## src/rtl/card_deal_hand.sv

```systemverilog
// Card dealing and hand-holding stage for the baccarat datapath.
// A free-running 1..13 counter is sampled on each deal request and stored
// into the next empty slot of the player or dealer hand. Hand scores are
// derived combinationally from the held slots.
module card_deal_hand (
    input  logic       clk,
    input  logic       reset,
    input  logic       deal_req,
    input  logic       deal_to,
    input  logic       new_round,
    output logic [3:0] pcard1,
    output logic [3:0] pcard2,
    output logic [3:0] pcard3,
    output logic [3:0] dcard1,
    output logic [3:0] dcard2,
    output logic [3:0] dcard3,
    output logic [1:0] pcnt,
    output logic [1:0] dcnt,
    output logic [3:0] pscore,
    output logic [3:0] dscore,
    output logic       deal_ack,
    output logic       deal_err
);

    logic [3:0] counter_q, counter_d;
    logic [3:0] pcard_q [3];
    logic [3:0] pcard_d [3];
    logic [3:0] dcard_q [3];
    logic [3:0] dcard_d [3];
    logic [1:0] pcnt_q, pcnt_d;
    logic [1:0] dcnt_q, dcnt_d;
    logic       ack_q, ack_d;
    logic       err_q, err_d;

    // Baccarat value of one card: pips count face value, 10 and faces count 0.
    function automatic logic [4:0] card_val(input logic [3:0] code);
        return (code >= 4'd1 && code <= 4'd9) ? {1'b0, code} : 5'd0;
    endfunction

    // Sum of three cards is at most 27, so two conditional subtractions do mod 10.
    function automatic logic [3:0] hand_score(input logic [3:0] c1,
                                              input logic [3:0] c2,
                                              input logic [3:0] c3);
        logic [4:0] s;
        s = card_val(c1) + card_val(c2) + card_val(c3);
        if (s >= 5'd20) begin
            s = s - 5'd20;
        end else if (s >= 5'd10) begin
            s = s - 5'd10;
        end
        return s[3:0];
    endfunction

    // Free-running card counter: 1..13, wrapping 13 -> 1.
    always_comb begin
        counter_d = (counter_q == 4'd13) ? 4'd1 : counter_q + 4'd1;
    end

    // Hand update: new_round clears both hands and wins over any deal request.
    always_comb begin
        pcard_d = pcard_q;
        dcard_d = dcard_q;
        pcnt_d  = pcnt_q;
        dcnt_d  = dcnt_q;
        ack_d   = 1'b0;
        err_d   = 1'b0;
        if (new_round) begin
            for (int i = 0; i < 3; i++) begin
                pcard_d[i] = 4'd0;
                dcard_d[i] = 4'd0;
            end
            pcnt_d = 2'd0;
            dcnt_d = 2'd0;
        end else if (deal_req) begin
            if (!deal_to) begin
                if (pcnt_q != 2'd3) begin
                    for (int i = 0; i < 3; i++) begin
                        if (pcnt_q == 2'(i)) pcard_d[i] = counter_q;
                    end
                    pcnt_d = pcnt_q + 2'd1;
                    ack_d  = 1'b1;
                end else begin
                    err_d = 1'b1;
                end
            end else begin
                if (dcnt_q != 2'd3) begin
                    for (int i = 0; i < 3; i++) begin
                        if (dcnt_q == 2'(i)) dcard_d[i] = counter_q;
                    end
                    dcnt_d = dcnt_q + 2'd1;
                    ack_d  = 1'b1;
                end else begin
                    err_d = 1'b1;
                end
            end
        end
    end

    // State registers with asynchronous reset; counter restarts at 1.
    always_ff @(posedge clk or posedge reset) begin
        if (reset) begin
            counter_q <= 4'd1;
            for (int i = 0; i < 3; i++) begin
                pcard_q[i] <= 4'd0;
                dcard_q[i] <= 4'd0;
            end
            pcnt_q <= 2'd0;
            dcnt_q <= 2'd0;
            ack_q  <= 1'b0;
            err_q  <= 1'b0;
        end else begin
            counter_q <= counter_d;
            pcard_q   <= pcard_d;
            dcard_q   <= dcard_d;
            pcnt_q    <= pcnt_d;
            dcnt_q    <= dcnt_d;
            ack_q     <= ack_d;
            err_q     <= err_d;
        end
    end

    // Outputs: slots, counts and pulses straight from registers; scores combinational.
    always_comb begin
        pcard1   = pcard_q[0];
        pcard2   = pcard_q[1];
        pcard3   = pcard_q[2];
        dcard1   = dcard_q[0];
        dcard2   = dcard_q[1];
        dcard3   = dcard_q[2];
        pcnt     = pcnt_q;
        dcnt     = dcnt_q;
        deal_ack = ack_q;
        deal_err = err_q;
        pscore   = hand_score(pcard_q[0], pcard_q[1], pcard_q[2]);
        dscore   = hand_score(dcard_q[0], dcard_q[1], dcard_q[2]);
    end

endmodule

```

## config.mk

```make
export PLATFORM = sky130hd
export DESIGN_NAME = card_deal_hand
export DESIGN_NICKNAME = d
export VERILOG_FILES = /design/src/rtl/card_deal_hand.sv
export SDC_FILE = /design/constraint.sdc
export NUM_CORES = 1
export LEC_CHECK = 0
export BUFFER_PORTS_ARGS = -buffer_cell sky130_fd_sc_hd__buf_4
export CAP_MARGIN = 0
export CORE_MARGIN = 4
export CORE_UTILIZATION = 34
export DETAILED_ROUTE_END_ITERATION = 12
export PLACE_DENSITY = 0.63
export SETUP_SLACK_MARGIN = 0.05
export SLEW_MARGIN = 10
export SYNTH_ARGS = -nofsm -noshare
export SYNTH_HDL_FRONTEND = slang
export SYNTH_SLANG_ARGS = --single-unit
```

## constraint.sdc

```tcl
create_clock -name clk -period 6.5 [get_ports clk]
set_clock_uncertainty 0.05 [all_clocks]
set_input_delay 1.3 -clock clk [delete_from_list [all_inputs] [get_ports clk]]
set_output_delay 1.3 -clock clk [all_outputs]
set_load 0.01 [all_outputs]
```

# After elaboration in Yosys (flattened, before gate mapping)
# Index checks and enable logic that the tools add are counted.
# word_totals
register_bits	34
inputBits	5
output_inout_bits	38
wordCells	115
# op_classes
add_sub_neg	11
magnitude_cmp	16
n_eq_ne	8
muxes	43
reduce_logical	26
# ops
operator	n
2-to-1 mux 12 bit	8
2-to-1 mux 4 bit	17
>= comparator 4 x 1 -> 1 bit (second input constant)	6
less-or-equal comparator 4 bit (second input constant)	6
AND reduction 4 bit	6
nonzero test 2 bit	10
2-to-1 mux 2 bit	8
adder 4 x 4 -> 5 bit	2
adder 5 x 4 -> 5 bit	2
>= comparator 5 x 4 -> 1 bit (second input constant)	2
>= comparator 5 bit (second input constant)	2
2-to-1 mux 1 bit	10
subtractor 4 x 3 -> 4 bit (second input constant)	2
subtractor 4 bit (second input constant)	2
logical AND 1 bit	6
AND reduction 3 bit	2
adder 2 x 1 -> 2 bit (second input constant)	2
adder 4 x 1 -> 4 bit (second input constant)	1
equality test 2 x 1 -> 1 bit (second input constant)	2
equality test 2 bit (second input constant)	2
equality test 4 bit (second input constant)	1
zero test 2 bit	2
!= test 2 bit (second input constant)	2
!= test 2 x 1 -> 1 bit (second input constant)	1

# Depth between registers and ports, before layout
# logic_depth
word_depth	8
depth_mapped	13
depth_no_buf	13

# Worst setup path after synthesis
# OpenSTA, ideal clock, no wires.
# synth_path
kind	register to output
from	register pcard_q, in the netlist pcard1[3]
to	output pscore[1]
arrival_time_ns	3.127
required_ns	5.150
path_slack_ns	2.023
path_stages_with_launch	13
n_path_buf	0
path_cell_list	dfrtp_1 > o21ai_0 > and2_1 > fa_1 > ha_1 > fa_1 > xor2_1 > inv_1 > ha_1 > nor3b_1 > or4_1 > a211o_1 > o211ai_2
# synth_between
elab_chain_cells	8
elab_cells_between_ends	12
cone_classes	add/sub (4); order compare (4); mux (3); reduce/logical (1)
# synth_lines
element	line	source
start, declared	26	logic [3:0] pcard_q [3];
start signal, assigned	113	pcard_q <= pcard_d;
>= comparator 4 x 1 -> 1 bit / less-or-equal comparator 4 bit (equally long branches)	37	return (code >= 4'd1 && code <= 4'd9) ? {1'b0, code} : 5'd0;
logical AND 1 bit	37	
2-to-1 mux 4 bit *	37	
adder 4 x 4 -> 5 bit *	45	s = card_val(c1) + card_val(c2) + card_val(c3);
adder 5 x 4 -> 5 bit *	45	
subtractor 4 bit / >= comparator 5 x 4 -> 1 bit (equally long branches)	49, 48	
2-to-1 mux 4 bit	48	end else if (s >= 5'd10) begin
2-to-1 mux 4 bit *	46	if (s >= 5'd20) begin
end, declared	19	output logic [3:0] pscore,
# Every way passes the cells marked *; elsewhere a longest branch is shown, timed or not.

# Final worst setup path
# Same ends and word-level chain as after synthesis.

==> metrics.md <==
| Metric | Value |
|---|---|
| Postcts setup bufs | 0 |
| CP top delay family | adder cells |
| FMAX | 0.199 GHz |
| Predominant post-synthesis flop cell | dfrtp_1 |
| Internal | 334 uW |
| Starting density of the core | 0.354 |
| Total Routing Usage GR | 0.126 |
| Hold/Removal Path Class | reg2reg |
| TritonCTS Sinks | 34 |
| Final instance area | between 2000 and 3000 um^2 |
| Post-layout minimum cycle time | 5.03 ns |
| Power per cell area | ~160 nW/um^2 |
| Worst path required time | 5.15 ns |
| Avg Vias per Cell | 4.76 |
| Vias in the first global route | 1861 |
| Cell taking the most area after synthesis | dfrtp_1 |
| Post-Syn Instances | 264 |
| Number of CTS-inserted buffers | 5 |
| VDD IR max | ~80 uV |
| Least-Margin Pin Slew | 0.590 ns |
| CP Launch Point | pcard1[3] |
| CP Capture Point | pscore[1] |
| Worst r2r src | dcnt[0] |
| Synth unique cells | 36 |
| Run status | finished clean |
| Worst skew pair latency | around 0.28 ns |
| DP Worst Slack | 1.73 ns |
| Post-synth top area share | 0.337 |
| EDFF count, synth | 0 |
| Die area | 8620 um^2 |
| GPL Wtd Cong | 0.764 |
| Clock buffer depth | 2 |
| Crit path setup slack, layout | 1.47 ns |
| Slowest cell on crit path | fa_1 |
| Placed inst area | 2840 um^2 |
| # IOs | 43 |
| Leakage Power | 1.38 nW |
| Max-Cap Viols | 0 |
| Final period utilization | 0.774 |
| H-tree lvl count | 2 |
| Slew Limit Headroom | 0.607 |
| Post-DR wirelength/cell | 12.9 um |
| Clk slew on worst S/H paths | roughly 0.06 ns |
| Count of input and output buffers | 42 |
| Power Total | 453 uW |
| Mean area per synthesized cell | about 9.3 um^2 |
| Ys async rst share | 1.00 |
| GRT overflow | 0 |
| Antenna Nets Post-Route | 0 |
| Worst setup EP type | primary output |
| # setup viols final | 0 |
| Initial antenna violation count | 0 |
| Worst endpoint data arrival time | approximately 3.7 ns |
| Flop pwr share | 0.493 |
| CP Depth | 13 |
| Logic gate share of total power | 0.176 |
| Die width | 92.8 um |
| Seq cells post-synth | 34 |
| Setup crit start kind | flop |
| Top cells by area, synth | dfrtp_1, ha_1, fa_1, mux2i_1, a21oi_1 |
| Critical path peak fanout | 6 |
| Number of inserted diodes | 0 |
| Worst path buffer plus inverter count | 2 |
| DRT Wirelength | 5.11 mm |
| Via Count | 1888 |
| Starting DRT DRC Count | 118 |
| Count leader, synth | dfrtp_1 |
| Post-route DRC | 0 |
| Largest net degree at the start of global routing | 35 |
| Yosys warning count | 0 |
| Hold Vio Cnt, Final | 0 |
| Sum of negative setup slack | 0 ns |
| Psw | between 100 and 150 uW |
| Reg-to-reg critical path endpoint | dcard2[1] |
| Share of cells above drive strength 1 | 0.179 |
| RSZ-0062 raised after global routing | false |
| Sequential fraction of the synthesis area | 0.348 |
| Max incr delay on CP | ~0.43 ns |
| # hold bufs at CTS | 0 |
| Post-Syn Area | 2450 um^2 |
| R2R depth | 5 |
| Clock share of power | 0.331 |
| Worst reg-to-reg setup slack | 4.65 ns |
| Fin. max-slew vios | 0 |
| Die Ht | 92.8 um |
| DP HPWL | 3.93 mm |
| Final core occ | 0.423 |
| Nets | 337 |
| First-pass GRT wire length | 8.80 mm |
| Root Buffer Master | clkbuf_8 |
| CTS tree | yes |
| Core ar. | slightly below 7000 um^2 |
| Sw Ratio | 0.263 |
| Area Growth Syn to Fin | 19.4% |
| Commonest cells post-synth | dfrtp_1, nand2_1, nor2_1 |
| Setup Crit Path Kind | reg2out |
| Mapped Nets | 299 |
| FP Rows | 30 |
| Post_cts resized | 0 |
| Drt first pass iters | 4 |
| CP cell instances | o21ai_0, and2_1, fa_1, ha_1, fa_1, xor2_1, inv_1, ha_1, nor3b_1, or4_1, a211o_1, o211ai_2, buf_4 |
power by group through the flow:
stage / Clock (mW) / Sequential (mW) / Combinational, mW
after global routing: 0.167 / 0.224 / 0.0904
after global placement: 0 / 0.227 / 0.0802
after CTS: 0.158 / 0.223 / 0.0814
final: 0.150 / 0.223 / 0.0799
after floorplan: 0 / 0.228 / 0.0525
after detailed placement: 0 / 0.227 / 0.0812
state kept, by name, summed over array words and instances (netlist names):
| name | count |
|---|---|
| pcard1 | 4 |
| pcard3 | 4 |
| deal_ack | 1 |
| deal_err | 1 |
| counter_q | 4 |
| dcnt | 2 |
| pcnt | 2 |
| dcard2 | 4 |
| pcard2 | 4 |
| dcard1 | 4 |
| dcard3 | 4 |
how the worst min path moves through the flow:
| stage | slack [ns] | cells past startpoint | to | start |
|---|---|---|---|---|
| floorplan | 0.45 | 2 | counter_q[3] | counter_q[3] |
| global placement | 0.49 | 2 | dcard1[0] | dcard1[0] |
| detailed placement | 0.50 | 1 | counter_q[0] | counter_q[0] |
| CTS | 0.51 | 2 | dcard3[0] | dcard3[0] |
| global route | 0.52 | 2 | dcard2[0] | dcard2[0] |
| finish | 0.51 | 2 | dcard3[0] | dcard3[0] |
cells by family (layout without fill, tap and decap cells):
| logic type | after synthesis | in the layout | share of synthesized area |
|---|---|---|---|
| simple gates | 102 | 102 | 0.218 |
| xor+xnor | 4 | 4 | 0.0143 |
| mux | 20 | 20 | 0.0823 |
| fa+ha+maj | 30 | 30 | 0.184 |
| compound gates | 45 | 45 | 0.106 |
| flops | 34 | 34 | 0.348 |
| buf+inv | 29 | 66 | 0.0470 |
metrics by stage:
| stage | instances | hold slack (ns) |
|---|---|---|
| after floorplan | 264 | 0.451 |
| after global placement | 391 | 0.490 |
| after detailed placement | 391 | 0.499 |
| after CTS | 397 | 0.511 |
| after global routing | 397 | 0.523 |
| final | 397 | 0.505 |
layout make-up:
class | instances | area [um^2]
clock buffers | 6 | 82.6
fillers | 727 | 3990
inverters | 17 | 63.8
multi-input cells | 201 | 1480
flip-flops and latches | 34 | 852
well taps | 96 | 120
repair buffers | 43 | 323
worst reg2reg max path: stages, from the launching register on:
cell and delay (ns):
dfrtp_1 0.44, ha_1 0.25, and3b_1 0.60, nand2_1 0.22, nand2_1 0.11, a21oi_1 0.06
metal layers:
layer	global-route usage	vias to the layer above	part of all wire
li1	-	963	-
met1	0.163	889	0.46
met2	0.211	32	0.50
met3	0.0236	4	0.033
met4	0.0440	0	0.010
met5	0	-	0
cell usage in the layout, fill, tap and decap left out, types with 7 or more instances in the layout:
cell type and instances:
nor2_1 22, and2_1 9, buf_4 43, nand2b_1 7, nand3_1 15, ha_1 20
fa_1 10, a21oi_1 19, inv_1 17, dfrtp_1 33, mux2i_1 19, nand2_1 23
nor3b_1 8, o21ai_0 15, nor2b_1 9
Note: power is estimated with default switching activity, not from simulation.
